File: config.mk
export PLATFORM = sky130hd
export DESIGN_NAME = brom_arbiter_flat
export DESIGN_NICKNAME = d
export VERILOG_FILES = /design/src/rtl/brom_arbiter_pkg.sv /design/src/rtl/brom_arbiter_if.sv /design/src/rtl/brom_arbiter_rr_arbiter2.sv /design/src/rtl/brom_arbiter.sv /design/src/flat_wrapper.sv
export SDC_FILE = /design/constraint.sdc
export NUM_CORES = 1
export LEC_CHECK = 0
export ABC_CLOCK_PERIOD_IN_PS = 1750
export CAP_MARGIN = 40
export CORE_MARGIN = 2
export CORE_UTILIZATION = 35
export DETAILED_ROUTE_END_ITERATION = 6
export PLACE_DENSITY = 0.76
export SLEW_MARGIN = 20
export SYNTH_ARGS = -nofsm -noshare
export SYNTH_HDL_FRONTEND = slang
export SYNTH_SLANG_ARGS = --single-unit
File: constraint.sdc
create_clock -name i_clock -period 1.75 [get_ports i_clock]
set_input_delay 0.4375 -clock i_clock [delete_from_list [all_inputs] [get_ports i_clock]]
set_output_delay 0.4375 -clock i_clock [all_outputs]
set_load 0.01 [all_outputs]
File: src/rtl/brom_arbiter_pkg.sv
`default_nettype none
// ============================================================================
//  Module      : brom_arbiter_pkg
//  Description : Shared types and constants for the boot-ROM arbiter:
//                FSM state encoding, requester id and error-cause codes.
//  Revision    : 1.0 - initial release
// ============================================================================
package brom_arbiter_pkg;

    typedef enum logic [1:0] {
        IDLE    = 2'd0,
        ISSUE   = 2'd1,
        WAIT    = 2'd2,
        RESPOND = 2'd3
    } state_t;

    typedef enum logic {
        PORT_A = 1'b0,
        PORT_B = 1'b1
    } port_id_t;

    // Why a transaction completes; anything other than none raises o_x_error.
    typedef logic [1:0] err_cause_t;
    localparam err_cause_t c_err_none    = 2'd0;
    localparam err_cause_t c_err_range   = 2'd1;
    localparam err_cause_t c_err_align   = 2'd2;
    localparam err_cause_t c_err_timeout = 2'd3;

endpackage
`default_nettype wire

File: src/rtl/brom_arbiter_if.sv
`default_nettype none
// ============================================================================
//  Module      : brom_arbiter_if
//  Description : Bus bundle between the two CPU requesters, the arbiter and
//                the boot ROM. Names are from the arbiter's point of view.
//  Ports       : a/b request+address in, a/b rdata/ready/error out,
//                rom request/address out, rom rdata/ready in.
//  Modports    : slave  - the arbiter
//                master - the environment (requesters + ROM)
//  Revision    : 1.0 - initial release
// ============================================================================
interface brom_arbiter_if;
    logic        i_a_request;
    logic [31:0] i_a_address;
    logic [31:0] o_a_rdata;
    logic        o_a_ready;
    logic        o_a_error;

    logic        i_b_request;
    logic [31:0] i_b_address;
    logic [31:0] o_b_rdata;
    logic        o_b_ready;
    logic        o_b_error;

    logic        o_rom_request;
    logic [31:0] o_rom_address;
    logic [31:0] i_rom_rdata;
    logic        i_rom_ready;

    modport slave (
        input  i_a_request, i_a_address, i_b_request, i_b_address,
        input  i_rom_rdata, i_rom_ready,
        output o_a_rdata, o_a_ready, o_a_error,
        output o_b_rdata, o_b_ready, o_b_error,
        output o_rom_request, o_rom_address
    );

    modport master (
        output i_a_request, i_a_address, i_b_request, i_b_address,
        output i_rom_rdata, i_rom_ready,
        input  o_a_rdata, o_a_ready, o_a_error,
        input  o_b_rdata, o_b_ready, o_b_error,
        input  o_rom_request, o_rom_address
    );
endinterface
`default_nettype wire

File: src/rtl/brom_arbiter_rr_arbiter2.sv
`default_nettype none
// ============================================================================
//  Module      : rr_arbiter2
//  Description : Two-input round-robin grant, purely combinational. On a tie
//                the port that was not granted last wins.
//  Ports       : i_req_a, i_req_b  - requests
//                i_last_grant      - port granted by the previous transaction
//                o_valid           - at least one request present
//                o_grant           - winning port (meaningful when o_valid)
//  Revision    : 1.0 - initial release
// ============================================================================
module rr_arbiter2
    import brom_arbiter_pkg::*;
(
    input  wire logic     i_req_a,
    input  wire logic     i_req_b,
    input  wire port_id_t i_last_grant,
    output logic          o_valid,
    output port_id_t      o_grant
);

    always_comb begin
        o_valid = i_req_a | i_req_b;
        o_grant = PORT_A;
        if (i_req_a && i_req_b) begin
            o_grant = (i_last_grant == PORT_A) ? PORT_B : PORT_A;
        end else if (i_req_b) begin
            o_grant = PORT_B;
        end
    end

endmodule
`default_nettype wire

File: src/rtl/brom_arbiter.sv
`default_nettype none
// ============================================================================
//  Module      : brom_arbiter
//  Description : Shares the single-port boot ROM between instruction fetch
//                (port A) and data load (port B). One ROM access in flight,
//                round-robin on ties, range/alignment check and a response
//                timeout so a requester never hangs. All outputs registered.
//  Ports       : i_clock   - clock, posedge
//                i_reset_n - synchronous active-low reset
//                bus       - requester and ROM signals (brom_arbiter_if.slave)
//  Revision    : 1.0 - initial release
// ============================================================================
module brom_arbiter
    import brom_arbiter_pkg::*;
#(
    parameter int ROM_WORDS = 1024,
    parameter int TIMEOUT   = 15
) (
    input  wire logic     i_clock,
    input  wire logic     i_reset_n,
    brom_arbiter_if.slave bus
);

    localparam int                 c_cnt_w     = $clog2(TIMEOUT + 1);
    localparam logic [31:0]        c_rom_bytes = 32'(4 * ROM_WORDS);
    localparam logic [c_cnt_w-1:0] c_timeout   = c_cnt_w'(TIMEOUT);

    state_t             r_state, w_next_state;
    port_id_t           r_grant, w_next_grant;
    port_id_t           r_last_grant, w_next_last_grant;
    logic [c_cnt_w-1:0] r_cnt, w_next_cnt;
    logic [31:0]        r_rom_address, w_next_rom_address;
    logic               r_rom_request;
    logic               r_a_ready, r_a_error, r_b_ready, r_b_error;
    logic [31:0]        r_a_rdata, r_b_rdata;

    logic               w_arb_valid;
    port_id_t           w_arb_grant;
    logic [31:0]        w_sel_addr;
    logic [31:0]        w_resp_data;
    err_cause_t         w_resp_cause;
    logic               w_resp_a, w_resp_b;

    rr_arbiter2 u_rr (
        .i_req_a      (bus.i_a_request),
        .i_req_b      (bus.i_b_request),
        .i_last_grant (r_last_grant),
        .o_valid      (w_arb_valid),
        .o_grant      (w_arb_grant)
    );

    assign w_sel_addr = (w_arb_grant == PORT_A) ? bus.i_a_address : bus.i_b_address;

    // Next-state logic. w_resp_* carry the completion being registered into
    // the output flops on the transition into RESPOND.
    always_comb begin
        w_next_state       = r_state;
        w_next_grant       = r_grant;
        w_next_last_grant  = r_last_grant;
        w_next_cnt         = r_cnt;
        w_next_rom_address = r_rom_address;
        w_resp_data        = '0;
        w_resp_cause       = c_err_none;

        case (r_state)
            IDLE: begin
                if (w_arb_valid) begin
                    w_next_grant = w_arb_grant;
                    if (w_sel_addr >= c_rom_bytes) begin
                        w_resp_cause = c_err_range;
                        w_next_state = RESPOND;
                    end else if (w_sel_addr[1:0] != 2'b00) begin
                        w_resp_cause = c_err_align;
                        w_next_state = RESPOND;
                    end else begin
                        w_next_rom_address = w_sel_addr;
                        w_next_state       = ISSUE;
                    end
                end
            end
            ISSUE: begin
                w_next_cnt   = '0;
                w_next_state = WAIT;
            end
            WAIT: begin
                // A real ROM answer takes priority over a coincident timeout.
                if (bus.i_rom_ready) begin
                    w_resp_data  = bus.i_rom_rdata;
                    w_next_state = RESPOND;
                end else if (r_cnt == c_timeout) begin
                    w_resp_cause = c_err_timeout;
                    w_next_state = RESPOND;
                end else begin
                    w_next_cnt = r_cnt + 1'b1;
                end
            end
            RESPOND: begin
                // No arbitration here: a requester still holding request
                // after its pulse cannot be granted twice.
                w_next_last_grant = r_grant;
                w_next_state      = IDLE;
            end
            default: w_next_state = IDLE;
        endcase
    end

    assign w_resp_a = (w_next_state == RESPOND) && (w_next_grant == PORT_A);
    assign w_resp_b = (w_next_state == RESPOND) && (w_next_grant == PORT_B);

    always_ff @(posedge i_clock) begin
        if (!i_reset_n) begin
            r_state       <= IDLE;
            r_grant       <= PORT_A;
            r_last_grant  <= PORT_B;
            r_cnt         <= '0;
            r_rom_address <= '0;
            r_rom_request <= 1'b0;
            r_a_ready     <= 1'b0;
            r_a_error     <= 1'b0;
            r_a_rdata     <= '0;
            r_b_ready     <= 1'b0;
            r_b_error     <= 1'b0;
            r_b_rdata     <= '0;
        end else begin
            r_state       <= w_next_state;
            r_grant       <= w_next_grant;
            r_last_grant  <= w_next_last_grant;
            r_cnt         <= w_next_cnt;
            r_rom_address <= w_next_rom_address;
            r_rom_request <= (w_next_state == ISSUE);
            r_a_ready     <= w_resp_a;
            r_a_error     <= w_resp_a && (w_resp_cause != c_err_none);
            r_a_rdata     <= w_resp_a ? w_resp_data : '0;
            r_b_ready     <= w_resp_b;
            r_b_error     <= w_resp_b && (w_resp_cause != c_err_none);
            r_b_rdata     <= w_resp_b ? w_resp_data : '0;
        end
    end

    assign bus.o_rom_request = r_rom_request;
    assign bus.o_rom_address = r_rom_address;
    assign bus.o_a_ready     = r_a_ready;
    assign bus.o_a_error     = r_a_error;
    assign bus.o_a_rdata     = r_a_rdata;
    assign bus.o_b_ready     = r_b_ready;
    assign bus.o_b_error     = r_b_error;
    assign bus.o_b_rdata     = r_b_rdata;

endmodule
`default_nettype wire

File: src/flat_wrapper.sv
// flat-port wrapper written by rule: the top's interface ports become plain ports
module brom_arbiter_flat import brom_arbiter_pkg::*;
#(
    parameter int ROM_WORDS = 1024,
    parameter int TIMEOUT   = 15
)
  (i_clock, i_reset_n, bus_i_a_request, bus_i_a_address, bus_i_b_request, bus_i_b_address, bus_i_rom_rdata, bus_i_rom_ready, bus_o_a_rdata, bus_o_a_ready, bus_o_a_error, bus_o_b_rdata, bus_o_b_ready, bus_o_b_error, bus_o_rom_request, bus_o_rom_address);
  brom_arbiter_if bus_i ();
  input  wire logic i_clock;
  input  wire logic i_reset_n;
  input wire logic [$bits(bus_i.i_a_request)-1:0] bus_i_a_request;
  input wire logic [$bits(bus_i.i_a_address)-1:0] bus_i_a_address;
  input wire logic [$bits(bus_i.i_b_request)-1:0] bus_i_b_request;
  input wire logic [$bits(bus_i.i_b_address)-1:0] bus_i_b_address;
  input wire logic [$bits(bus_i.i_rom_rdata)-1:0] bus_i_rom_rdata;
  input wire logic [$bits(bus_i.i_rom_ready)-1:0] bus_i_rom_ready;
  output wire logic [$bits(bus_i.o_a_rdata)-1:0] bus_o_a_rdata;
  output wire logic [$bits(bus_i.o_a_ready)-1:0] bus_o_a_ready;
  output wire logic [$bits(bus_i.o_a_error)-1:0] bus_o_a_error;
  output wire logic [$bits(bus_i.o_b_rdata)-1:0] bus_o_b_rdata;
  output wire logic [$bits(bus_i.o_b_ready)-1:0] bus_o_b_ready;
  output wire logic [$bits(bus_i.o_b_error)-1:0] bus_o_b_error;
  output wire logic [$bits(bus_i.o_rom_request)-1:0] bus_o_rom_request;
  output wire logic [$bits(bus_i.o_rom_address)-1:0] bus_o_rom_address;
  assign bus_i.i_a_request = bus_i_a_request;
  assign bus_i.i_a_address = bus_i_a_address;
  assign bus_i.i_b_request = bus_i_b_request;
  assign bus_i.i_b_address = bus_i_b_address;
  assign bus_i.i_rom_rdata = bus_i_rom_rdata;
  assign bus_i.i_rom_ready = bus_i_rom_ready;
  assign bus_o_a_rdata = bus_i.o_a_rdata;
  assign bus_o_a_ready = bus_i.o_a_ready;
  assign bus_o_a_error = bus_i.o_a_error;
  assign bus_o_b_rdata = bus_i.o_b_rdata;
  assign bus_o_b_ready = bus_i.o_b_ready;
  assign bus_o_b_error = bus_i.o_b_error;
  assign bus_o_rom_request = bus_i.o_rom_request;
  assign bus_o_rom_address = bus_i.o_rom_address;
  brom_arbiter #(.ROM_WORDS(ROM_WORDS), .TIMEOUT(TIMEOUT)) u_core (.i_clock(i_clock), .i_reset_n(i_reset_n), .bus(bus_i));
endmodule
==> out/results.ini <==
[synthesis]
synth_area_per_cell_um2=9.45
ys_warn_count=0
synth_flop_cell=dfxtp_1
yosys.area.top_type=dfxtp_1
yosys.area.top_type_share_pct=57.0
ys_types=32
async_reset_ff_share_pct=0
post-synth-top-count-cell=dfxtp_1
synth.area.top_cells=dfxtp_1 (57%), nor3_1 (9.0%), nand2_1 (8.7%)
synthTopCellsByCount=dfxtp_1 (109), nand2_1 (89), nor3_1 (69)
ys_seq_area_share_pct=57.0
ys_ff_latch=109
synth_edf_count=0
synth.net_count=511
synth_area_um2=3830
synthCells=405

[clock_network]
cts_buffers=9
clkTransAtPathRegs_ps=100
cts_root_buf=clkbuf_8
ctsLongestPathBuffers=2
cts.sinks=109
hold_buffers=0
clock_latency_ps=360
h-tree-depth=3
cts_tree=built

[routing]
routed_wl_mm=14.0
wl_per_cell_um=17.8
vias=3883
drc=0
drtIter0Drc=189
via_per_inst=4.93
ant_nets=0
dr.pass1.iters=4

[sta]
whs_ps=468
rsz0062_at_grt=yes
fin_crit_sh_pct=105
skew_ps=11.7
worst_pin_slew_ps=399
fin_ws_ps=-83.0
fmax_ghz=0.546
setup_violations=47
slew_headroom_pct=73.4
min_period_ps=1830
slew_viol_final=0
hold_violations=0

[global_route]
grt_pass1_wl_mm=20.3
grt-ovfl-total=0
grt_pass1_vias=3966
met1_usage_pct=23.8
grt_util_met3_pct=7.84
grt.busiest_layer=met2
met2_usage_pct=40.7
grt_antenna_before_repair=2
grt_usage_pct=22.6
grt_max_degree=45

[power_and_ir_drop]
ir_worst_vdd_mv=0.508
leakagePower_nw=2.86
powerDensity_nw_per_um2=909
power.total_mw=6.32

[cells_and_area]
area_growth_pct=81.5
nFillCells=868
fin_nets=746
drive_gt1_share_pct=19.5

[setup_path]
cp_data_arrival_time_ps=2110
critPathRequiredTime_ps=2030
critPathKind=input pin to flop
crit_chain=dlygate4sd2_1, nor4_4, nand4_1, buf_4, o32a_4, mux2i_1
critPathMaxStageDelay_ps=450
cp_slowest_cell=o32a_4
endpoint_kind=flop
critPathLaunchType=input pin
cp_max_fo=8

[floorplan]
die_x_um=109
io_pins=202
initial_core_util_pct=35.6
rows=38
die_h_um=109
die-area_um2=11800
core_um2=10700

[flow_run]
drv_cap=0

[placement]
hpwl_mm=8.70
gp_congestion=0.783
io_buffers=201

[min_path]
min_path_type=flop to flop

[run_status]
status=finished, violations left
violations=setup timing

[critical path, delay by kind of cell]
kind	cells	cell delay, ps
simple gates	2	520
buf+inv	2	500
compound gates	1	450
mux	1	200
[layout make-up]
type | count | area (µm²) | area share [%]
timing repair buffer | 251 | 2580 | 37.1
tap | 140 | 175 | 2.52
sequential | 109 | 2180 | 31.4
inverter | 4 | 15.0 | 0.216
clock inverter | 6 | 46.3 | 0.666
multi-input combinational | 265 | 1810 | 26.0
antenna | 2 | 5.00 | 0.0720
clock buffer | 10 | 138 | 1.98
[cell usage in the layout (no fill, tap or decap), types with 2 or more instances in the layout]
| cell type | n |
|---|---|
| clkdlybuf4s15_1 | 7 |
| clkbuf_16 | 3 |
| a21oi_2 | 3 |
| nand3_1 | 3 |
| dlymetal6s2s_1 | 7 |
| nor3_2 | 11 |
| clkinv_2 | 3 |
| buf_12 | 3 |
| dlygate4sd2_1 | 24 |
| nor4_2 | 8 |
| buf_4 | 33 |
| buf_16 | 4 |
| nand2b_1 | 2 |
| a21oi_1 | 3 |
| inv_8 | 2 |
| inv_1 | 2 |
| nor4_1 | 2 |
| nor3_4 | 2 |
| xor2_1 | 2 |
| inv_2 | 2 |
| clkbuf_8 | 10 |
| nor4_4 | 2 |
| mux2_2 | 11 |
| clkdlybuf4s50_1 | 163 |
| ha_1 | 4 |
| nor2_1 | 9 |
| and3_1 | 20 |
| nand4_1 | 3 |
| dfxtp_2 | 2 |
| nor3_1 | 56 |
| and3_4 | 4 |
| o32a_4 | 4 |
| dfxtp_1 | 107 |
| buf_6 | 5 |
| nand2_1 | 89 |
| mux2i_1 | 11 |
| diode_2 | 2 |
| buf_8 | 2 |
[sequential cells by signal (all words and copies together), names as in the netlist, 2 cells and up]
name and count:
u_core.r_state 2, u_core.bus.o_rom_address 32, u_core.bus.o_b_rdata 32, u_core.bus.o_a_rdata 32, u_core.r_cnt 4
[path summary, 6_finish.rpt]
| kind | startpoint | end | slack (ps) | cells after the start |
|---|---|---|---|---|
| max reg2reg | u_core.r_state[1] | u_core.bus.o_b_rdata[20] | -30 | 8 |
| max | bus_i_a_address[16] | u_core.bus.o_rom_address[11] | -80 | 6 |
| min | u_core.bus.o_rom_address[9] | u_core.bus.o_rom_address[9] | 470 | 2 |
| min reg2reg | u_core.bus.o_rom_address[9] | u_core.bus.o_rom_address[9] | 470 | 2 |
[through the flow]
step	std cells	cell area (µm²)	util [%]	setup TNS (ps)	worst slack (ps)
floorplan	405	3860	-	0	8.45
global placement	741	6130	57.0	-54870	-579
detailed placement	741	6130	57.0	-58500	-621
CTS	784	6820	63.4	-76.5	-15.8
global route	787	6950	64.7	-11570	-152
finish	787	6950	64.7	-1700	-83.0
[kinds of logic after synthesis]
logic type	after synthesis	synth area share, %
compound gates	14	3.24
xor+xnor	2	0.458
fa+ha+maj	5	1.63
buf+inv	35	4.28
flops	109	57.0
mux	23	6.37
simple gates	217	27.0
[power breakdown]
| group | switching (mW) | leakage [nW] | internal, mW |
|---|---|---|---|
| Clock | 0.864 | 0.0999 | 0.573 |
| Sequential | 0.0585 | 0.880 | 2.61 |
| Combinational | 1.13 | 1.88 | 1.08 |
[timing repair]
item | 4_1_cts | 5_1_grt
gates cloned | 10 | 3
setup buffers | 20 | 2
setup endpoints to repair | 102 | 109
resized for setup | 82 | 28
pin swaps | 22 | 10
hold endpoints to repair | 0 | 0
[layer usage]
metal	vias up	routed length [µm]
li1	1875	-
met1	1828	5210
met2	156	7100
met3	24	1400
met4	0	304
met5	-	0
Note: power is estimated with default switching activity, not from simulation.
